`config.mk`:
```
export PLATFORM = sky130hd
export DESIGN_NAME = harvard_core_p
export DESIGN_NICKNAME = d
export VERILOG_FILES = /design/src/rtl/harvard_pkg.sv /design/src/rtl/harvard_core_p_alu.sv /design/src/rtl/harvard_core_p.sv
export SDC_FILE = /design/constraint.sdc
export NUM_CORES = 1
export LEC_CHECK = 0
export CAP_MARGIN = 20
export CORE_MARGIN = 3
export CORE_UTILIZATION = 55
export DETAILED_ROUTE_END_ITERATION = 16
export PLACE_DENSITY = 0.81
export SYNTH_ARGS = -nofsm -noshare
export SYNTH_HDL_FRONTEND = slang
export SYNTH_HIERARCHICAL = 1
export SYNTH_SLANG_ARGS = --single-unit
```
`constraint.sdc`:
```
create_clock -name clk -period 6.6 [get_ports clk]
set_clock_uncertainty 0.05 [all_clocks]
set_input_delay 0.66 -clock clk [delete_from_list [all_inputs] [get_ports clk]]
set_output_delay 0.66 -clock clk [all_outputs]
set_load 0.02 [all_outputs]
```
`src/rtl/harvard_pkg.sv`:
```
// Shared types for the parametrised Harvard accumulator core.
package harvard_pkg;

    typedef enum logic [3:0] {
        OpNop  = 4'h0,
        OpLdi  = 4'h1,
        OpLd   = 4'h2,
        OpSt   = 4'h3,
        OpAdd  = 4'h4,
        OpSub  = 4'h5,
        OpAnd  = 4'h6,
        OpOr   = 4'h7,
        OpXor  = 4'h8,
        OpAddi = 4'h9,
        OpJmp  = 4'hA,
        OpJz   = 4'hB,
        OpJc   = 4'hC,
        OpOut  = 4'hD,
        OpRsv  = 4'hE,
        OpHalt = 4'hF
    } opcode_t;

    typedef enum logic [1:0] {
        StFetch,
        StExec,
        StMem,
        StHalt
    } state_t;

    function automatic int unsigned instr_w(int unsigned addr_w);
        return 4 + addr_w;
    endfunction

    // Opcodes LD..XOR go through the data-memory handshake.
    function automatic logic is_mem_op(opcode_t op);
        return (op >= OpLd) && (op <= OpXor);
    endfunction

endpackage

```
`src/rtl/harvard_core_p_alu.sv`:
```
// Combinational accumulator ALU; b_i is either the immediate or the memory word.
module harvard_alu
    import harvard_pkg::*;
#(
    parameter int unsigned DATA_W = 8
) (
    input  logic [3:0]        op_i,
    input  logic [DATA_W-1:0] acc_i,
    input  logic [DATA_W-1:0] b_i,
    output logic [DATA_W-1:0] result_o,
    output logic              carry_o,
    output logic              zero_o
);

    logic [DATA_W:0] sum;
    logic [DATA_W:0] diff;

    assign sum  = {1'b0, acc_i} + {1'b0, b_i};
    // MSB of the widened difference is the borrow (acc < b).
    assign diff = {1'b0, acc_i} - {1'b0, b_i};

    always_comb begin
        result_o = acc_i;
        carry_o  = 1'b0;
        case (opcode_t'(op_i))
            OpLdi, OpLd:   result_o = b_i;
            OpAdd, OpAddi: {carry_o, result_o} = sum;
            OpSub:         {carry_o, result_o} = diff;
            OpAnd:         result_o = acc_i & b_i;
            OpOr:          result_o = acc_i | b_i;
            OpXor:         result_o = acc_i ^ b_i;
            default:       ;
        endcase
        zero_o = (result_o == '0);
    end

endmodule

```
`src/rtl/harvard_core_p.sv`:
```
// Multicycle accumulator core: FETCH/EXEC/MEM/HALT FSM with a req/ack data port.
module harvard_core_p
    import harvard_pkg::*;
#(
    parameter int unsigned DATA_W = 8,
    parameter int unsigned ADDR_W = 8
) (
    input  logic              clk,
    input  logic              reset,
    output logic [ADDR_W-1:0] imem_addr,
    input  logic [ADDR_W+3:0] imem_data,
    output logic              dmem_req,
    output logic              dmem_we,
    output logic [ADDR_W-1:0] dmem_addr,
    output logic [DATA_W-1:0] dmem_wdata,
    input  logic [DATA_W-1:0] dmem_rdata,
    input  logic              dmem_ack,
    output logic [DATA_W-1:0] out_data,
    output logic              out_valid,
    output logic              halted
);

    localparam int unsigned INSTR_W = instr_w(ADDR_W);

    state_t              state_q, state_d;
    logic [ADDR_W-1:0]   pc_q, pc_d;
    logic [INSTR_W-1:0]  ir_q, ir_d;
    logic [DATA_W-1:0]   acc_q, acc_d;
    logic                z_q, z_d;
    logic                c_q, c_d;
    logic [DATA_W-1:0]   out_data_q, out_data_d;
    logic                out_valid_q, out_valid_d;

    opcode_t             op;
    logic [ADDR_W-1:0]   operand;
    logic [DATA_W-1:0]   imm;
    logic [DATA_W-1:0]   alu_b;
    logic [DATA_W-1:0]   alu_res;
    logic                alu_c;
    logic                alu_z;
    logic                mem_op;

    assign op      = opcode_t'(ir_q[INSTR_W-1 -: 4]);
    assign operand = ir_q[ADDR_W-1:0];
    assign mem_op  = is_mem_op(op);

    // Zero-extend or truncate the operand field to the data width.
    always_comb begin
        imm = '0;
        for (int i = 0; i < int'(DATA_W) && i < int'(ADDR_W); i++) begin
            imm[i] = operand[i];
        end
    end

    assign alu_b = (op == OpLdi || op == OpAddi) ? imm : dmem_rdata;

    harvard_alu #(
        .DATA_W (DATA_W)
    ) u_alu (
        .op_i     (ir_q[INSTR_W-1 -: 4]),
        .acc_i    (acc_q),
        .b_i      (alu_b),
        .result_o (alu_res),
        .carry_o  (alu_c),
        .zero_o   (alu_z)
    );

    assign imem_addr  = pc_q;
    assign dmem_req   = (state_q == StExec || state_q == StMem) && mem_op;
    assign dmem_we    = (op == OpSt);
    assign dmem_addr  = operand;
    assign dmem_wdata = acc_q;
    assign out_data   = out_data_q;
    assign out_valid  = out_valid_q;
    assign halted     = (state_q == StHalt);

    always_comb begin
        state_d     = state_q;
        pc_d        = pc_q;
        ir_d        = ir_q;
        acc_d       = acc_q;
        z_d         = z_q;
        c_d         = c_q;
        out_data_d  = out_data_q;
        out_valid_d = 1'b0;
        unique case (state_q)
            StFetch: begin
                ir_d    = imem_data;
                pc_d    = pc_q + 1'b1;
                state_d = StExec;
            end
            StExec, StMem: begin
                if (mem_op && !dmem_ack) begin
                    state_d = StMem;
                end else begin
                    state_d = StFetch;
                    case (op)
                        OpLdi, OpLd, OpAnd, OpOr, OpXor: begin
                            acc_d = alu_res;
                            z_d   = alu_z;
                        end
                        OpAdd, OpSub, OpAddi: begin
                            acc_d = alu_res;
                            z_d   = alu_z;
                            c_d   = alu_c;
                        end
                        OpJmp: pc_d = operand;
                        OpJz:  if (z_q) pc_d = operand;
                        OpJc:  if (c_q) pc_d = operand;
                        OpOut: begin
                            out_data_d  = acc_q;
                            out_valid_d = 1'b1;
                        end
                        OpHalt: state_d = StHalt;
                        default: ;
                    endcase
                end
            end
            StHalt: state_d = StHalt;
            default: state_d = StFetch;
        endcase
    end

    always_ff @(posedge clk) begin
        if (reset) begin
            state_q     <= StFetch;
            pc_q        <= '0;
            ir_q        <= '0;
            acc_q       <= '0;
            z_q         <= 1'b0;
            c_q         <= 1'b0;
            out_data_q  <= '0;
            out_valid_q <= 1'b0;
        end else begin
            state_q     <= state_d;
            pc_q        <= pc_d;
            ir_q        <= ir_d;
            acc_q       <= acc_d;
            z_q         <= z_d;
            c_q         <= c_d;
            out_data_q  <= out_data_d;
            out_valid_q <= out_valid_d;
        end
    end

endmodule

```
==> results of run 1 <==
[worst max-delay path, cell delays in order, from the launching register on]
cell and delay, ns:
dfxtp_1 0.31, buf_4 0.23, nor2_1 0.24, and2_1 0.44, mux2_2 0.43, inv_1 0.10
ha_1 0.31, nor2_1 0.12, o311ai_0 0.43, mux2_2 0.39, a221oi_1 0.34, o221ai_1 0.19
nor4_2 0.16, mux2i_1 0.10, nor2_1 0.10
[worst max path at each step]
stage	start	slack [ns]	cells after the start	to
finish	ir_q[10]$_SDFFE_PP0N_	2.61	14	z_q$_SDFFE_PP0P_
global route	ir_q[10]$_SDFFE_PP0N_	2.27	14	z_q$_SDFFE_PP0P_
CTS	ir_q[10]$_SDFFE_PP0N_	2.64	14	z_q$_SDFFE_PP0P_
detailed placement	ir_q[10]$_SDFFE_PP0N_	2.67	14	z_q$_SDFFE_PP0P_
global placement	ir_q[10]$_SDFFE_PP0N_	2.80	14	z_q$_SDFFE_PP0P_
floorplan	ir_q[8]$_SDFFE_PP0N_	3.12	15	z_q$_SDFFE_PP0P_
[per-stage QoR]
stage	cell area, µm²	total power, mW
after floorplan	3600	0.4570
after global placement	4073	0.5225
after detailed placement	4078	0.5256
after CTS	4169	0.7008
after global routing	4174	0.7355
final	4174	0.6991
[layout by cell type (no fill, tap or decap), types with 4 or more instances in the layout]
| master | instances |
|---|---|
| nand4_1 | 4 |
| buf_4 | 5 |
| clkbuf_8 | 5 |
| dfxtp_1 | 41 |
| nand2_1 | 17 |
| mux2_2 | 10 |
| o211ai_1 | 7 |
| nor4_1 | 5 |
| nor2_1 | 49 |
| o31ai_1 | 4 |
| nand2b_1 | 4 |
| a21oi_1 | 19 |
| or2_2 | 4 |
| ha_1 | 29 |
| a21o_1 | 5 |
| and3b_1 | 4 |
| nand3_1 | 6 |
| mux2i_1 | 31 |
| nand3b_1 | 5 |
| o2111ai_1 | 5 |
| nor3_1 | 5 |
| clkdlybuf4s50_1 | 58 |
| nor2b_1 | 11 |
| o21ai_0 | 19 |
| a31oi_1 | 7 |
| inv_1 | 27 |
[flip-flops by register name, summed over array words and instances, names as in the netlist]
| name | flops |
|---|---|
| imem_addr | 8 |
| dmem_wdata | 8 |
| out_data | 8 |
| out_valid | 1 |
| z_q | 1 |
| ir_q | 12 |
| c_q | 1 |
| state_q | 2 |
[per-layer routing]
| metal | vias up | part of all wire |
|---|---|---|
| met5 | - | 0 |
| met4 | 0 | 0.023 |
| met1 | 1568 | 0.46 |
| met2 | 130 | 0.45 |
| met3 | 18 | 0.063 |
| li1 | 1624 | - |
[cell type report]
| type | instances | area [µm²] | area share |
|---|---|---|---|
| sequential | 41 | 820.8 | 0.1966 |
| tap | 75 | 93.84 | 0.02248 |
| timing repair buffer | 65 | 628.1 | 0.1505 |
| clock buffer | 5 | 68.82 | 0.01649 |
| inverter | 27 | 101.3 | 0.02428 |
| multi-input combinational | 324 | 2439 | 0.5842 |
| clock inverter | 3 | 22.52 | 0.005396 |
[cell families (layout without fill, tap and decap cells)]
logic type | count (synthesis) | count (layout) | share of synthesized area
AOI/OAI and AO/OA | 106 | 106 | 0.2211
xor gates and xnor gates | 3 | 3 | 0.007301
adders and majority gates | 31 | 31 | 0.1119
buffers and inverters | 64 | 100 | 0.09454
DFF | 41 | 41 | 0.2280
muxes | 41 | 41 | 0.1175
and+or+nand+nor | 143 | 143 | 0.2197
[power by group through the flow]
stage,clock (mW),combinational (mW),sequential [mW]
finish,0.175,0.250,0.274
global route,0.189,0.270,0.276
CTS,0.180,0.247,0.274
detailed placement,0,0.246,0.280
global placement,0,0.243,0.279
floorplan,0,0.174,0.283
==> flow_summary.ini, run 1 <==
[detailed_routing]
vias = 3340
dr.pass1.iters = 5
drtAntennaViolNets = 0
drc = 0
drt_iter0_drc = 375
wl_per_cell_um = 18.93
finalWirelength_um = 10220
viasPerCell = 6.185

[pwr]
p_leak_nw = 1.680
p_int_mw = 0.4403
ir_drop_mv = 0.1079
pwr-share-seq = 0.392
combinationalPowerShare = 0.358
p_sw_mw = 0.2588
switching_share = 0.3701
power_density_nw_per_um2 = 167.5
clkPwrFrac = 0.251

[timing]
max_freq_mhz = 250.7
layout_setup_ws_ns = 2.611
rsz0062_at_grt = no
worst_slew_pin_slew_ns = 0.7796
fin_tns_setup_ns = 0
slew_violations = 0
min_period_over_period = 0.6044
finalSetupViolCount = 0
relSlewSlack = 0.4802
finalHoldViolCount = 0
fin_hold_ws_ns = 0.4516
final.min_clock_period_ns = 3.989

[final_layout]
fillCellCount = 515
nets = 518
final_cells = 540
fin_util = 0.6808
area_growth_pct = 15.95
drive_above_1_share = 0.09892
antennaDiodeCount = 0

[synthesis]
ys_seq_elements = 41
synth_cell_type_count = 74
synth-edff-count = 0
synth_top_area_cell = dfxtp_1
synth_area_um2 = 3600
synth_top_cells_by_count = nor2_1, dfxtp_1, mux2i_1, ha_1, inv_1
yosysMostFrequentCell = nor2_1
syn_nets = 483
netlist_top_cells_area = dfxtp_1, ha_1, mux2i_1
netlist_instances = 429
ys_seq_area_frac = 0.2280
async_reset_ff_frac = 0
synth.top_cell.area_share = 0.2280
syn_avg_cell_area_um2 = 8.391
synthFlopType = dfxtp_1
yosysWarnings = 6

[min_path]
hold_end = out_data[1]$_SDFFE_PP0P_
whs_path_depth = 2
worstHoldStart = out_data[1]$_SDFFE_PP0P_
hold_class = flip-flop to flip-flop

[critical_path]
timing.rr.end = z_q$_SDFFE_PP0P_
path_class = flip-flop to flip-flop
r2r_slack_ns = 2.61
cp.required_ns = 6.79
timing.rr.start = ir_q[10]$_SDFFE_PP0N_
r2r_cells = 14
startpoint_type = flip-flop
cp-end-kind = flip-flop
critPathMaxFanout = 34
cp_data_arrival_time_ns = 4.18

[clocking]
h-tree-depth = 2
postCtsSetupBuffers = 0
ctsResizeCount = 0
ctsRootBufferMaster = clkbuf_8
cts_tree = yes
cts_buffers = 5
cts-hold-fix-buffers = 0
cts.clk_slew.worst_paths_ns = 0.09
clock-sinks = 41
clk_latency_ns = 0.30
clock_path_buffers = 2

[grt]
grt_pass1_wl_um = 16420
met1_usage = 0.3968
antenna_found_initial = 0
grt_pass1_vias = 3111
global_route.usage.met3 = 0.04257
grt_usage = 0.2754
busiest_layer = met2
grt_max_degree = 42
grt_overflow = 0
met2_usage = 0.4251

[placement]
port_buffers = 58
place_worst_setup_slack_ns = 2.669
post-dp-hpwl_um = 7499
routabilityCongestion = 0.9371
dp_cells = 531

[floorplan]
start_util = 0.5871
die_y_um = 86.90
fp.dieW_um = 86.90
die_area_um2 = 7552
fp.coreArea_um2 = 6131
num_io_pins = 59
fp-row-count = 28

[outcome]
status = complete, no violations

[job]
max-cap-violations = 0
No activity file was read; power rests on OpenSTA's default activity.
==> inputs of run 2 (changes only) <==
- CORE_UTILIZATION: 55 -> 49
- PLACE_DENSITY: 0.81 -> 0.76
- clock period: 6.6 -> 3.4 ns (I/O delays scaled with it)
==> flow_summary.ini, run 2 (same netlist as run 1, synthesis figures left out) <==
[clocking]
h-tree-depth = 2
clk_latency_ns = 0.31
cts.clk_slew.worst_paths_ns = 0.09
clock_path_buffers = 2
cts_tree = yes
clock-sinks = 41
cts_buffers = 5
ctsRootBufferMaster = clkbuf_8
cts-hold-fix-buffers = 0

[critical_path]
cp.required_ns = 3.59
r2r_cells = 13
cp_data_arrival_time_ns = 3.41
path_class = flip-flop to flip-flop
cp-endpoint = z_q$_SDFFE_PP0P_
crit_start = ir_q[10]$_SDFFE_PP0N_
timing.rr.end = z_q$_SDFFE_PP0P_
timing.rr.start = ir_q[10]$_SDFFE_PP0N_
r2r_slack_ns = 0.18
startpoint_type = flip-flop
cp-end-kind = flip-flop
critPathMaxFanout = 7

[grt]
antenna_found_initial = 0
grt_max_degree = 37
grt_overflow = 0
grt_pass1_wl_um = 16440
grt_usage = 0.2419
grt_pass1_vias = 3156

[final_layout]
antennaDiodeCount = 0
nets = 527
final_cell_mix = clkdlybuf4s50_1, nor2_1, dfxtp_1
largest_reg_flops = 12
largest-register = ir_q
area_growth_pct = 22.28
final_common_cell = clkdlybuf4s50_1
drive_above_1_share = 0.1498

[pwr]
total_power_mw = 1.477
p_leak_nw = 1.745
power_density_nw_per_um2 = 335.6
ir_drop_mv = 0.2105

[job]
max-cap-violations = 0

[detailed_routing]
wl_per_cell_um = 17.93
dr.pass1.iters = 5
viasPerCell = 5.914
finalWirelength_um = 10220
drt_iter0_drc = 249
drc = 0
vias = 3371
drtAntennaViolNets = 0

[timing]
max_freq_mhz = 310.3
min_period_over_period = 0.9479
slew_violations = 0
relSlewSlack = 0.4420
fin_hold_ws_ns = 0.4501
finalSetupViolCount = 0
finalHoldViolCount = 0
worst_slew_pin_slew_ns = 0.8334
final.min_clock_period_ns = 3.223

[outcome]
status = complete, no violations

[placement]
port_buffers = 58
routabilityCongestion = 0.9238
post-dp-hpwl_um = 7485

[floorplan]
start_util = 0.5184
die_area_um2 = 8411
fp.coreArea_um2 = 6944
die_y_um = 91.71
num_io_pins = 59
fp-row-count = 30
fp.dieW_um = 91.71

[min_path]
hold_class = flip-flop to flip-flop
==> run 2: worst min path at each step <==
stage / slack [ns] / from / cells after the start / endpoint
floorplan: 0.36 / reset / 1 / out_valid$_SDFF_PP0_
finish: 0.45 / imem_addr[7]$_SDFFE_PP0P_ / 2 / imem_addr[7]$_SDFFE_PP0P_
detailed placement: 0.43 / imem_addr[7]$_SDFFE_PP0P_ / 2 / imem_addr[7]$_SDFFE_PP0P_
CTS: 0.45 / imem_addr[7]$_SDFFE_PP0P_ / 2 / imem_addr[7]$_SDFFE_PP0P_
global placement: 0.42 / out_data[6]$_SDFFE_PP0P_ / 2 / out_data[6]$_SDFFE_PP0P_
global route: 0.46 / imem_addr[7]$_SDFFE_PP0P_ / 2 / imem_addr[7]$_SDFFE_PP0P_
==> run 2: layout make-up <==
class	instances	area (µm²)
multi-input cells	324	2547
fillers	620	2542
flip-flops and latches	41	820.8
repair buffers	74	700.7
well taps	96	120.1
inverters	27	101.3
clock buffers	6	72.57
clock inverters	2	38.79
==> run 2: stage by stage <==
stage	TNS, ns	instances	utilization	cell area, µm²	setup slack [ns]
2_1_floorplan	0	429	-	3600	0.01435
3_3_place_gp	0	561	0.6011	4174	0.05032
3_5_place_dp	-0.08758	561	0.6011	4174	-0.08758
4_1_cts	0	569	0.6175	4288	0.01251
5_1_grt	-0.01002	570	0.6339	4402	-0.01002
6_report	0	570	0.6339	4402	0.1771
==> run 2: layer usage <==
layer	global-route usage	part of all wire	vias up
met4	0.07302	0.022	0
met3	0.03692	0.042	18
met2	0.4029	0.47	96
met5	0	0	-
met1	0.3220	0.46	1619
li1	-	-	1638
==> run 2: critical path, stage by stage (launching register included) <==
cell and delay [ns]:
dfxtp_1 0.32, nor2_1 0.13, and2_4 0.22, mux2_2 0.39, inv_1 0.10, ha_2 0.34, a21o_1 0.24, a31o_2 0.25
a221o_1 0.33, a21oi_1 0.27, o221ai_2 0.18, nor4_4 0.15, mux2i_1 0.10, nor2_1 0.10
==> run 2: where the power goes <==
group	total (mW)	switching [mW]	internal, mW
Combinational	0.530	0.296	0.234
Clock	0.415	0.194	0.221
Sequential	0.532	0.0303	0.502
==> run 2: repair_timing <==
item | in CTS | in global routing
pin swaps | 0 | 4
buffers inserted | 0 | 1
setup endpoints to repair | 1 | 2
endpoints found under the hold margin | 0 | 0
gates resized for setup | 2 | 22
